--- config.mk ---
export PLATFORM = sky130hd
export DESIGN_NAME = cordic_rotator
export DESIGN_NICKNAME = d
export VERILOG_FILES = /design/src/rtl/cordic_rotator.sv
export SDC_FILE = /design/constraint.sdc
export NUM_CORES = 1
export LEC_CHECK = 0
export ABC_AREA = 0
export CAP_MARGIN = 20
export CORE_ASPECT_RATIO = 1.4
export CORE_UTILIZATION = 61
export DETAILED_ROUTE_END_ITERATION = 7
export PLACE_DENSITY = 0.82
export SETUP_SLACK_MARGIN = 0.4
export SYNTH_ARGS = -nofsm -noshare
export SYNTH_HDL_FRONTEND = slang
export SYNTH_SLANG_ARGS = --single-unit
--- constraint.sdc ---
create_clock -name clk_i -period 8 [get_ports clk_i]
set_input_delay 1.6 -clock clk_i [delete_from_list [all_inputs] [get_ports clk_i]]
set_output_delay 1.6 -clock clk_i [all_outputs]
set_load 0.02 [all_outputs]
--- src/rtl/cordic_rotator.sv ---
// Iterative rotation-mode CORDIC: one micro-rotation per clock, producing cos/sin of a
// signed Q8.8-degree angle as Q2.14 values, fed by an external combinational arctan ROM.
module cordic_rotator #(
    parameter int Width = 16,
    parameter int Iters = 16,
    parameter int KInit = 9949
) (
    input  logic             clk_i,
    input  logic             rst_i,
    input  logic             start_i,
    input  logic [Width-1:0] angle_i,
    output logic [3:0]       rom_addr_o,
    input  logic [Width-1:0] rom_data_i,
    output logic             busy_o,
    output logic             done_o,
    output logic [Width-1:0] x_o,
    output logic [Width-1:0] y_o
);

    localparam int XW = Width + 2;
    localparam int ZW = Width + 1;

    localparam logic signed [Width-1:0] AngleMax = Width'(23040);
    localparam logic signed [Width-1:0] AngleMin = Width'(-23040);
    localparam logic signed [XW-1:0]    XInit    = XW'(KInit * 4);
    localparam logic signed [XW-1:0]    OutMax   = XW'(16384);
    localparam logic signed [XW-1:0]    OutMin   = XW'(-16384);
    localparam logic [3:0]              LastIter = 4'(Iters - 1);

    typedef enum logic [1:0] {
        IDLE,
        RUN,
        DONE
    } state_t;

    state_t                  state;
    logic [3:0]              iter;
    logic signed [XW-1:0]    x;
    logic signed [XW-1:0]    y;
    logic signed [ZW-1:0]    z;

    logic signed [Width-1:0] angle_s;
    logic signed [Width-1:0] angle_clamped;
    logic signed [ZW-1:0]    rom_ext;
    logic signed [XW-1:0]    x_next;
    logic signed [XW-1:0]    y_next;
    logic signed [ZW-1:0]    z_next;

    // Rotation range is limited to +/-90 degrees so the CORDIC convergence range covers it.
    always_comb begin
        angle_s = signed'(angle_i);
        if (angle_s > AngleMax) begin
            angle_clamped = AngleMax;
        end else if (angle_s < AngleMin) begin
            angle_clamped = AngleMin;
        end else begin
            angle_clamped = angle_s;
        end
    end

    always_comb begin
        rom_ext = signed'({1'b0, rom_data_i});
        if (z[ZW-1]) begin
            x_next = x + (y >>> iter);
            y_next = y - (x >>> iter);
            z_next = z + rom_ext;
        end else begin
            x_next = x - (y >>> iter);
            y_next = y + (x >>> iter);
            z_next = z - rom_ext;
        end
    end

    // Drops the two guard bits with round-half-up, then limits to exactly +/-1.0.
    function automatic logic [Width-1:0] round_sat(input logic signed [XW-1:0] v);
        logic signed [XW-1:0] r;
        r = (v + XW'(2)) >>> 2;
        if (r > OutMax) begin
            r = OutMax;
        end else if (r < OutMin) begin
            r = OutMin;
        end
        return r[Width-1:0];
    endfunction

    assign rom_addr_o = iter;

    always_ff @(posedge clk_i or posedge rst_i) begin
        if (rst_i) begin
            state  <= IDLE;
            iter   <= '0;
            x      <= '0;
            y      <= '0;
            z      <= '0;
            x_o    <= '0;
            y_o    <= '0;
            busy_o <= 1'b0;
            done_o <= 1'b0;
        end else begin
            case (state)
                IDLE: begin
                    done_o <= 1'b0;
                    if (start_i) begin
                        z      <= ZW'(angle_clamped);
                        x      <= XInit;
                        y      <= '0;
                        iter   <= '0;
                        busy_o <= 1'b1;
                        state  <= RUN;
                    end
                end
                RUN: begin
                    x <= x_next;
                    y <= y_next;
                    z <= z_next;
                    if (iter == LastIter) begin
                        iter   <= '0;
                        x_o    <= round_sat(x_next);
                        y_o    <= round_sat(y_next);
                        done_o <= 1'b1;
                        state  <= DONE;
                    end else begin
                        iter <= iter + 4'd1;
                    end
                end
                DONE: begin
                    done_o <= 1'b0;
                    busy_o <= 1'b0;
                    state  <= IDLE;
                end
                default: begin
                    state <= IDLE;
                end
            endcase
        end
    end

endmodule
Word level (Yosys, flattened, before mapping). Index checks and enable logic that the tools add are counted.

Flip-flop bits (word level): 93. Input port bits: 35. Output and inout bits: 38. Word-level logic and storage cells: 66.

Equality and inequality tests: 5. Shift-type cells: 2. Reduce and logical (&&, ||, !) cells: 10. Muxes and demuxes: 25. Magnitude comparators: 6. Add/subtract/negate cells: 9.

Operator list (count): 16-bit 2-to-1 mux (6); 18-bit 2-to-1 mux (4); 18-bit case mux with 2 select lines (2); 16-bit > comparator (second input constant) (3); 18-bit adder (2); 18-bit by 3-bit adder with 18-bit output (second input constant) (2); 18-bit by 4-bit >>> shifter with 18-bit output (2); 18-bit subtractor (2); 17-bit 2-to-1 mux (2); 17-bit case mux with 2 select lines (1); 16-bit by 15-bit less-than comparator with 1-bit output (second input constant) (2); 17-bit adder (1); 17-bit subtractor (1); 16-bit less-than comparator (second input constant) (1); 2-bit AND reduction (5); 4-bit 2-to-1 mux (2); 4-bit case mux with 2 select lines (1); 2-bit nonzero test (3); 4-bit by 1-bit adder with 4-bit output (second input constant) (1); 4-bit equality test (second input constant) (1); 2-bit 2-to-1 mux (2); 2-bit != test (second input constant) (2); 1-bit case mux with 2 select lines (2); 2-bit case mux with 2 select lines (1); 5 further kinds (6).

Longest topological paths before layout.
Depth after elaboration: 7. Mapped depth: 29. Depth with buffers taken out: 24.

Worst setup path before layout. Ideal clock, no wire load.

Kind: reg-to-reg. Start: reg iter[1] (netlist: rom_addr_o[1]). End: reg x_o[2]. Data required time: 7.913 ns. Path buffers: 5. Setup slack: 2.024 ns. Arrival: 5.889 ns. Period minus slack after synthesis: 5.976 ns. Stages on the path, launching flop included: 27. Setup time: 0.087 ns. Cell sequence: dfrtp_1 -> buf_6 -> buf_6 -> buf_6 -> buf_6 -> mux4_2 -> and2_0 -> o21ai_0 -> ha_1 -> nand2_1 -> inv_1 -> and4_1 -> and2_1 -> a21oi_1 -> xnor2_1 -> ha_1 -> a21o_1 -> o21ai_0 -> o21ba_1 -> or4b_2 -> nand3_1 -> or4b_1 -> xor2_1 -> nor2_1 -> mux2_4 -> buf_6 -> a211oi_2.

Cells in the longest elaborated chain, start to end: 7. Elaborated cells between the ends (all ways): 11. Classes of those cells: add/sub (3); order compare (2); eq/ne (1); shift (1); mux (3); reduce/logical (1).

RTL lines: from (decl) (line 37) `logic [3:0] iter;`; from (signal assigned) (line 123) `iter <= iter + 4'd1;`; 18-bit by 4-bit >>> shifter with 18-bit output (line 64, 68); 18-bit subtractor / 18-bit adder (equally long branches) (line 68, 64); 18-bit 2-to-1 mux (line 63) `if (z[ZW-1]) begin`; 18-bit by 3-bit adder with 18-bit output (line 77) `r = (v + XW'(2)) >>> 2;`; 16-bit by 15-bit less-than comparator with 1-bit output (line 80) `end else if (r < OutMin) begin`; 16-bit 2-to-1 mux (line 80); 16-bit 2-to-1 mux (line 78) `if (r > OutMax) begin`; to (signal assigned) (line 118) `x_o <= round_sat(x_next);`; to (decl) (line 16) `output logic [Width-1:0] x_o,`.

Several ways; a longest one is shown, not always the timed one. A chain may end at the register's enable or synchronous reset.

Worst setup path in the final report.
Start: reg iter[0] (netlist: rom_addr_o[0]). End: reg y_o[3].

Cells in the longest elaborated chain, start to end: 7. Elaborated cells between the ends (all ways): 11. Classes of those cells: add/sub (3); order compare (2); eq/ne (1); shift (1); mux (3); reduce/logical (1).

RTL lines: 18-bit by 4-bit >>> shifter with 18-bit output (line 65, 69); 18-bit adder / 18-bit subtractor (equally long branches) (line 69, 65); 18-bit 2-to-1 mux (line 63); 18-bit by 3-bit adder with 18-bit output (line 77); 16-bit by 15-bit less-than comparator with 1-bit output (line 80); 16-bit 2-to-1 mux (line 80); 16-bit 2-to-1 mux (line 78); to (signal assigned) (line 119) `y_o <= round_sat(y_next);`; to (decl) (line 17) `output logic [Width-1:0] y_o`.

Several ways; a longest one is shown, not always the timed one.

==> impl_metrics.env <==
export IMPL_required_ns=8.21
export IMPL_portBuffers=72
export IMPL_dp_hpwl_mm=21.6
export IMPL_path_buf_inv=4
export IMPL_grt_overflow_total=0
export IMPL_num_rows=56
export IMPL_cts_resized_gates=0
export IMPL_cts_hold_buffers=0
export IMPL_viasPerCell=6.65
export IMPL_yosys_warnings=0
export IMPL_grt_antenna_before_repair=0
export IMPL_grt_pass1_vias=9360
export IMPL_end_kind="register"
export IMPL_drtIter0Drc=677
export IMPL_cts_root_buf="clkbuf_16"
export IMPL_diodes=0
export IMPL_cp_cell_sequence="inv_1, o21ai_0, nand2_1, o21a_1, ha_1, inv_1, mux2i_1, inv_1, ha_1, nor2b_1, o31ai_1, a211oi_1, o21bai_1, nand2_1, xnor2_1, or3_1, o31ai_1, a2bb2oi_1, a2111oi_4, buf_4, a2111oi_4"
export IMPL_design_core_area_um2=16700
export IMPL_dieArea_um2=17500
export IMPL_worstPathArrival_ns=7.09
export IMPL_area_delta_synth_final_pct=10.5
export IMPL_die_h_um=156
export IMPL_avgSynthCellArea_um2=8.58
export IMPL_grt_pass1_wl_mm=46.5
export IMPL_finClkSkew_ns=0.0146
export IMPL_hold_slack_ns=0.492
export IMPL_startpoint_type="register"
export IMPL_cp_slowest_stage_delay_ns=0.94
export IMPL_violations="design-rule violations"
export IMPL_clock_sinks=93
export IMPL_syn_area_um2=10300
export IMPL_syn_inst=1206
export IMPL_wl_mm=28.8
export IMPL_htreeDepth=3
export IMPL_hp_class="reg -> reg"
export IMPL_cts_setup_buffers=0
export IMPL_dieWidth_um=112
export IMPL_grt_use_total_pct=33.4
export IMPL_drv_slew=0
export IMPL_firstDrtPassIters=7
export IMPL_fin_nets=1340
export IMPL_hold_viol=0
export IMPL_cts_tree="done"
export IMPL_setup_violations=0
export IMPL_crit_path_frequent_cell="inv_1"
export IMPL_yosysSeqAreaShare_pct=22.5
export IMPL_post_route_cells_drive_above_1_share_pct=10.6
export IMPL_grt_max_degree=70
export IMPL_gp_congestion=0.948
export IMPL_relSlewSlack_pct=33.7
export IMPL_synth_ff_type="dfrtp_1"
export IMPL_clockBufferDepth=2
export IMPL_placed_cells_incl_taps=1436
export IMPL_post_drt_wl_per_cell_um=19.8
export IMPL_synth_edf_count=0
export IMPL_setup_tns_ns=0
export IMPL_insertion_delay_ns=0.37
export IMPL_syn_nets=1301
export IMPL_status="finished, violations left"
export IMPL_grt_setup_unrepaired="false"
export IMPL_ant_nets=0
export IMPL_crit_family="compound AO/OA/AOI/OAI gates"
export IMPL_drv_cap=0
export IMPL_fin_cells=1453
export IMPL_drc_errors=2
export IMPL_post_route_period_util_pct=86.0
export IMPL_ioPinCount=73
export IMPL_tightestPinTransition_ns=0.994
export IMPL_finalCriticalPeriod_ns=6.88
export IMPL_crit_type="reg -> reg"
export IMPL_ys_types=101
export IMPL_clk_pin_slew_worst_paths_ns=0.08
export IMPL_via_count=9666
export IMPL_ys_ff_latch=93
export IMPL_crit_fanout=34
export IMPL_timing_fmax_ghz=0.145
export IMPL_start_util_pct=62.1
export IMPL_placed_cell_area_um2=11100
export IMPL_timing_critical_path_slowest_stage_cell="a2111oi_4"
export IMPL_cts_inserted_buffers=9
export IMPL_fin_area_um2=11400
export IMPL_synthArstFlopShare_pct=100
==> cells in the mapped netlist (26+ instances only) <==
| cell | n | area [um2] |
|---|---|---|
| a21oi_1 | 92 | 460 |
| xor2_1 | 48 | 420 |
| ha_1 | 57 | 713 |
| dfrtp_1 | 93 | 2330 |
| nor2_1 | 143 | 537 |
| mux4_2 | 27 | 608 |
| xnor2_1 | 63 | 552 |
| nand2_1 | 113 | 424 |
| inv_1 | 42 | 158 |
| o21ai_0 | 57 | 285 |
| nor3_1 | 32 | 160 |
| mux2i_1 | 26 | 260 |
| clkbuf_1 | 33 | 124 |
==> metrics by stage <==
step | utilization [%] | worst slack (ns)
6_report | 68.6 | 1.12
5_1_grt | 68.6 | 0.688
4_1_cts | 68.4 | 1.14
3_5_place_dp | 66.6 | 1.17
3_3_place_gp | 66.6 | 1.31
2_1_floorplan | - | 2.02
==> final timing paths <==
| kind | start | endpoint | slack, ns | cells past startpoint |
|---|---|---|---|---|
| setup / recovery | rom_addr_o[0] | y_o[3] | 1.12 | 21 |
| hold / removal | x_o[15] | x_o[15] | 0.49 | 2 |
| setup reg to reg | rom_addr_o[0] | y_o[3] | 1.12 | 21 |
| hold reg to reg | x_o[15] | x_o[15] | 0.49 | 2 |
| max in group asynchronous | rst_i | rom_addr_o[1] | 5.12 | 3 |
| min in group asynchronous | rst_i | y_o[2] | 1.54 | 2 |
==> flip-flops by register name (all words and copies together) (netlist names) <==
name        cells
busy_o          1
done_o          1
rom_addr_o      4
state           2
x              18
x_o            16
y              18
y_o            16
z              17
==> logic make-up (layout without fill, tap and decap cells) <==
family,Yosys count,count (layout),synth area share [%]
multiplexers,66,66,10.1
adder cells (fa/ha/maj),60,60,7.47
XOR/XNOR,115,115,10.1
buffers and inverters,102,146,4.75
AND/OR/NAND/NOR,411,411,20.0
AO/OA/AOI/OAI,359,359,25.1
flip-flops,93,93,22.5
==> cells in the final DEF, fill, tap and decap left out, types with 6 or more instances in the layout <==
cell type	instances
a221oi_1	9
clkbuf_16	9
a21o_1	24
nand2b_1	12
nand2_1	113
mux2_2	9
o21bai_1	6
ha_1	57
or3_1	7
nor2b_1	15
nand3_1	15
buf_4	13
xor2_1	48
or2_2	8
o31ai_1	8
mux4_2	27
nand4_1	6
a21oi_1	92
o21ai_0	57
mux2i_1	26
a31oi_1	17
dfrtp_1	91
and3_1	7
o21a_1	13
nor2_1	141
o211ai_1	12
o21ai_1	6
o22ai_1	9
nor3_1	32
a22o_1	14
inv_1	40
and2_1	12
clkdlybuf4s50_1	72
a211oi_2	9
a211oi_1	16
xnor2_1	63
==> metal layers <==
| metal | up-vias | routed length (um) | part of all wire (%) | GRT usage (%) |
|---|---|---|---|---|
| met5 | - | 0 | 0 | 0 |
| met4 | 0 | 1390 | 4.8 | 18.2 |
| met3 | 104 | 1860 | 6.4 | 5.56 |
| met2 | 413 | 15100 | 52 | 62.2 |
| met1 | 4611 | 10500 | 37 | 35.8 |
| li1 | 4538 | - | - | - |
==> worst min-delay path, stage by stage (launching register included) <==
cell,delay (ns)
dfrtp_1,0.34
nand2_1,0.05
o21ai_0,0.06
==> layout make-up <==
type / count / area (um2)
Multi-Input combinational cell: 1011 / 7540
Inverter: 44 / 168
Sequential cell: 93 / 2330
Clock buffer: 9 / 225
Fill cell: 1369 / 5240
Tap cell: 203 / 254
Clock inverter: 7 / 77.6
Timing Repair Buffer: 86 / 846
Power is left out: the tool's default activity adds up to more than one toggle a clock period on the data nets, which glitch-free logic cannot reach.
